--- src/rtl/sdram_refresh_timer.sv ---
// Refresh scheduler: divides HCLK into ticks, counts tREF intervals and tracks owed
// auto-refresh commands offered to the command sequencer through a req/ack handshake.
module sdram_refresh_timer #(
    parameter int PRESCALE     = 16,
    parameter int MAX_PENDING  = 8,
    parameter int URGENT_LEVEL = 4,
    localparam int PENDW       = $clog2(MAX_PENDING + 1)
) (
    input  logic             HCLK,
    input  logic             HRESETn,
    input  logic             enable_i,
    input  logic [15:0]      tref_i,
    input  logic             rfr_ack_i,
    input  logic             ovf_clr_i,
    output logic             rfr_req_o,
    output logic             rfr_urgent_o,
    output logic [PENDW-1:0] rfr_pending_o,
    output logic             rfr_overflow_o
);

    localparam int PW = (PRESCALE > 1) ? $clog2(PRESCALE) : 1;
    localparam logic [PW-1:0]    PRE_RELOAD = PW'(PRESCALE - 1);
    localparam logic [PENDW-1:0] PEND_MAX   = PENDW'(MAX_PENDING);
    localparam logic [PENDW-1:0] PEND_URG   = PENDW'(URGENT_LEVEL);

    logic [PW-1:0]    prescale_reg;
    logic [15:0]      interval_reg;
    logic [PENDW-1:0] pending_reg;
    logic             overflow_reg;

    logic             tick;
    logic             expiry;
    logic             ack_valid;
    logic [15:0]      interval_reload;

    always_comb begin
        tick            = enable_i && (prescale_reg == '0);
        // A zero tREF never expires; the counter just parks at zero.
        expiry          = tick && (interval_reg == 16'd0) && (tref_i != 16'd0);
        ack_valid       = rfr_ack_i && (pending_reg != '0);
        interval_reload = (tref_i == 16'd0) ? 16'd0 : (tref_i - 16'd1);
    end

    always_ff @(posedge HCLK or negedge HRESETn) begin
        if (!HRESETn) begin
            prescale_reg <= PRE_RELOAD;
            interval_reg <= 16'd0;
            pending_reg  <= '0;
            overflow_reg <= 1'b0;
        end else begin
            if (!enable_i) begin
                prescale_reg <= PRE_RELOAD;
                interval_reg <= interval_reload;
                pending_reg  <= '0;
            end else begin
                prescale_reg <= tick ? PRE_RELOAD : (prescale_reg - PW'(1));
                if (tick) begin
                    if (interval_reg == 16'd0)
                        interval_reg <= interval_reload;
                    else
                        interval_reg <= interval_reg - 16'd1;
                end
                if (expiry && !ack_valid) begin
                    if (pending_reg != PEND_MAX)
                        pending_reg <= pending_reg + PENDW'(1);
                end else if (!expiry && ack_valid) begin
                    pending_reg <= pending_reg - PENDW'(1);
                end
            end

            // Setting wins over a same-cycle clear so no overflow event is lost.
            if (enable_i && expiry && !ack_valid && (pending_reg == PEND_MAX))
                overflow_reg <= 1'b1;
            else if (ovf_clr_i)
                overflow_reg <= 1'b0;
        end
    end

    assign rfr_pending_o  = pending_reg;
    assign rfr_req_o      = (pending_reg != '0);
    assign rfr_urgent_o   = (pending_reg >= PEND_URG);
    assign rfr_overflow_o = overflow_reg;

endmodule

--- config.mk ---
export PLATFORM = sky130hd
export DESIGN_NAME = sdram_refresh_timer
export DESIGN_NICKNAME = d
export VERILOG_FILES = /design/src/rtl/sdram_refresh_timer.sv
export SDC_FILE = /design/constraint.sdc
export NUM_CORES = 1
export LEC_CHECK = 0
export ABC_CLOCK_PERIOD_IN_PS = 4600
export CORE_ASPECT_RATIO = 1.2
export CORE_MARGIN = 8
export CORE_UTILIZATION = 56
export CTS_BUF_LIST = sky130_fd_sc_hd__clkbuf_16
export DETAILED_ROUTE_END_ITERATION = 12
export DONT_BUFFER_PORTS = 1
export GPL_ROUTABILITY_DRIVEN = 1
export GPL_TIMING_DRIVEN = 0
export PLACE_DENSITY_LB_ADDON = 0.2
export REMOVE_ABC_BUFFERS = 1
export SLEW_MARGIN = 20
export SYNTH_ARGS = -nofsm -noshare
export SYNTH_HDL_FRONTEND = slang
export SYNTH_SLANG_ARGS = --single-unit
--- constraint.sdc ---
create_clock -name HCLK -period 4.6 [get_ports HCLK]
set_clock_uncertainty 0.1 [all_clocks]
set_input_delay 0.46 -clock HCLK [delete_from_list [all_inputs] [get_ports HCLK]]
set_output_delay 0.46 -clock HCLK [all_outputs]
set_load 0.05 [all_outputs]
**After elaboration in Yosys (flattened, before gate mapping)**

Index checks and enable logic that the tools add are counted.

- Bits of input ports: 21
- Register bits: 25
- Word-level logic and storage cells: 45
- Output and inout port bits: 7

- Magnitude comparators: 1
- Equality and inequality tests: 5
- Add/subtract/negate cells: 5
- Reductions and logical operators: 18
- Mux-type cells: 12

Operators by type and width:

| kind | number |
|---|---|
| 16-bit 2-to-1 mux | 4 |
| 16-bit zero test | 2 |
| 16-bit by 1-bit subtractor with 16-bit output (second input constant) | 2 |
| 4-bit 2-to-1 mux | 6 |
| 16-bit nonzero test | 1 |
| 1-bit logical AND | 9 |
| 4-bit by 1-bit subtractor with 4-bit output (second input constant) | 2 |
| 4-bit by 1-bit adder with 4-bit output (second input constant) | 1 |
| 4-bit equality test (second input constant) | 1 |
| 4-bit by 3-bit >= comparator with 1-bit output (second input constant) | 1 |
| 4-bit zero test | 1 |
| 4-bit != test (second input constant) | 1 |
| 4-bit nonzero test | 1 |
| 3-bit by 1-bit != test with 1-bit output (second input constant) | 1 |
| 3-bit by 2-bit != test with 1-bit output (second input constant) | 1 |
| 1-bit zero test | 2 |
| 1-bit 2-to-1 mux | 2 |
| 2-bit by 1-bit != test with 1-bit output (second input constant) | 1 |
| 2-bit AND reduction | 1 |
| 2-bit nonzero test | 1 |

**Logic depth before layout (Yosys ltp)**

- Word-level depth: 9
- Gate-level depth with buffers: 12
- Gate-level depth less buffers: 12

**Worst setup path before layout**

No wires, ideal clock.

- Path kind: register -> register
- Start: reg pending_reg[1] (netlist: rfr_pending_o[1])
- End: reg pending_reg[3] (netlist: rfr_pending_o[3])
- Setup time: 0.123 ns
- Period minus slack after synthesis: 3.090 ns
- Slack: 1.510 ns
- Arrival time: 2.867 ns
- Stages on the path, launching flop included: 10
- Cell sequence: dfrtp_1 > buf_4 > o41ai_4 > nand2_2 > or4b_1 > ha_1 > or3_1 > a21o_1 > nand3_1 > o21ai_1

- Longest elaborated chain between the ends: 6

Ends and longest elaborated chain:

| element | RTL line | text |
|---|---|---|
| start: declaration | 28 | `logic [PENDW-1:0] pending_reg;` |
| start signal: assignment | 65 | `pending_reg <= pending_reg + PENDW'(1);` |
| start signal: assignment | 67 | `pending_reg <= pending_reg - PENDW'(1);` |
| branches (longest 6 deep; another with 4-bit by 1-bit subtractor with 4-bit output) | n/a |  |

Parallel ways; which one is timed is not known. The select of a mux whose other input is x is not followed.
A chain may end at the register's enable or synchronous reset.

**Final worst setup path**

Same ends and word-level chain as after synthesis.

==> flow_metrics.tcl <==
set metrics [dict create \
    reg2reg_to "rfr_pending_o[3]" \
    grt_max_degree 26 \
    wl_um 4870 \
    crit_type "flip-flop to flip-flop" \
    nets 275 \
    p_leak_nw 0.898 \
    cts_made_buffers 3 \
    clock-sinks 25 \
    first_pass_iters 4 \
    drive_gt1_share_pct 12.2 \
    rr_worst_depth 8 \
    yosysMostFrequentCell "nand2_1" \
    clk_pin_slew_worst_paths_ps 60 \
    critical_path_peak_fanout 10 \
    synth_top_family_by_area "simple AND/OR/NAND/NOR gates" \
    status "complete, no violations" \
    clk_latency_ps 260 \
    vias 1838 \
    post_cts_resized 0 \
    ys_seq_area_share_pct 29.5 \
    htree_levels 1 \
    max-cap-violations 0 \
    yosysWarningCount 0 \
    place_ws_ps 1370 \
    required_ps 4640 \
    synth.top_cell.area_share_pct 24.6 \
    vdd_drop_max_uv 139 \
    cts_tree "yes" \
    pin_count 28 \
    largest_reg_flops 16 \
    start_kind "flip-flop" \
    synth_cell_type_count 61 \
    ys_top_cells_by_count "nand2_1 (27), dfrtp_1 (21), o21ai_0 (19)" \
    port_buffers 0 \
    reg2reg_slack_ps 1360 \
    min-delay-start "enable_i" \
    cts.hold.buffers_added 2 \
    syn_area_per_cell_um2 8.57 \
    detail-route-antenna-nets 0 \
    slew_viol_final 0 \
    antenna_cells 0 \
    wl_per_cell_um 16.4 \
    synth_top_cell_by_area "dfrtp_1" \
    die_x_um 72.4 \
    ys_seq_elements 25 \
    setup_slack_ps 1360 \
    power.density_nw_per_um2 390 \
    die_h_um 83.6 \
    synthMuxAreaShare_pct 2.46 \
    via_per_inst 6.19 \
    synth_fa_ha_area_share_pct 4.69 \
    ys.flop_type "dfrtp_1" \
    max-slew-margin-rel_pct 45.7 \
    cts_setup_buffers 0 \
    synth_area_um2 2130 \
    fin_crit_sh_pct 70.5 \
    antenna_found_initial 0 \
    drc 0 \
    grt_pass1_vias 1845 \
    whs_path_depth 1 \
    place_hpwl_um 3660 \
    ys_async_sr_fraction_pct 100 \
    multi_input_area_um2 1410 \
    place_congestion 0.820 \
    synth_simple_gate_area_share_pct 32.8 \
    synth_cells 249 \
    rsz0062_at_grt "no" \
    cts_buffer_depth 2 \
    min_to "prescale_reg[1]" \
    synthXorXnorAreaFrac_pct 6.98 \
    arrival_ps 3280 \
    first_iter_violations 73 \
    grt_use_total_pct 16.8 \
    ctsRootBufferMaster "clkbuf_16" \
    synth-edff-count 0 \
    min_path_type "input pin to flip-flop" \
    worstMarginPinSlew_ps 815 \
    nFillCells 331 \
    seq_area_um2 631 \
    syn2layout_area_growth_pct 5.57 \
    overflow 0 \
    finalSetupViolations 0 \
    tns_ps 0 \
    fmax_mhz 309 \
    synth_compound_area_share_pct 19.0 \
    die_area_um2 6050 \
    rows 24 \
    grt_pass1_wl_um 8440 \
    timing_hold_violations_final 0 \
    start_util_pct 58.7 \
    synth_area_leaders "dfrtp_1 (25%), dfstp_2 (4.9%), nand2_1 (4.7%), ha_1 (4.7%), xnor2_1 (4.5%)" \
    end_kind "flip-flop" \
    min_period_ps 3240 \
    r2r-start "rfr_pending_o[1]" \
    core_um2 3630 \
]
==> layer usage <==
metal	GRT usage (%)	up-vias	wire length, µm
met5	0	-	0
met4	7.64	0	95
met3	4.33	7	389
met2	28.7	66	2410
met1	18.7	861	1970
li1	-	904	-
==> where the power goes <==
group | internal (W) | total, W | switching, W
combinational | 0.000128 | 0.000315 | 0.000187
clock | 0.000117 | 0.000193 | 0.0000759
sequential | 0.000251 | 0.000371 | 0.000120
total | 0.000496 | 0.000879 | 0.000383
==> how the worst max path moves through the flow <==
stage,startpoint,to
after floorplan,rfr_pending_o[1],rfr_pending_o[3]
after global placement,rfr_pending_o[1],rfr_pending_o[3]
after global routing,rfr_pending_o[1],rfr_pending_o[3]
after detailed placement,rfr_pending_o[1],rfr_pending_o[3]
final,rfr_pending_o[1],rfr_pending_o[3]
after CTS,rfr_pending_o[1],rfr_pending_o[3]
==> per-stage QoR <==
stage | util [%] | instance area, µm² | power [W] | hold slack (ps) | instances
floorplan | - | 2080 | 0.000632 | 64.4 | 239
global placement | 59.0 | 2140 | 0.000680 | 65.0 | 291
detailed placement | 59.0 | 2140 | 0.000683 | 65.0 | 291
CTS | 62.0 | 2250 | 0.000884 | 142 | 297
global route | 62.0 | 2250 | 0.000942 | 140 | 297
finish | 62.0 | 2250 | 0.000879 | 138 | 297
==> final cells by class <==
type	count	area share, %
Clock buffer	3	3.33
Clock inverter	1	0.222
Inverter	11	1.83
Multi-Input combinational cell	203	62.4
Sequential cell	25	28.0
Tap cell	52	2.89
Timing Repair Buffer	2	1.33
==> logic make-up after synthesis <==
family / Yosys count
compound gates: 61
xor+xnor: 17
mux: 4
fa+ha+maj: 8
buf+inv: 21
flops: 25
simple gates: 113
==> critical path, cell delays in order, from the launching register on <==
cell and delay (ps):
dfrtp_1 690, o41ai_4 680, nand2_2 130, or4b_1 490, ha_1 360, or3_1 360, a21o_1 190, nand3_1 80
o21ai_1 50
==> cell usage in the layout (no fill, tap or decap), types with 8 or more instances in the layout <==
cell type | netlist | layout
dfrtp_1 | 21 | 21
nor2_1 | 18 | 18
nand2_1 | 27 | 27
ha_1 | 8 | 8
xnor2_1 | 11 | 11
nand3_1 | 9 | 9
a21oi_1 | 11 | 11
o21ai_0 | 19 | 19
inv_1 | 11 | 11
nor3_1 | 12 | 12
No activity file was read; power rests on OpenSTA's default activity.
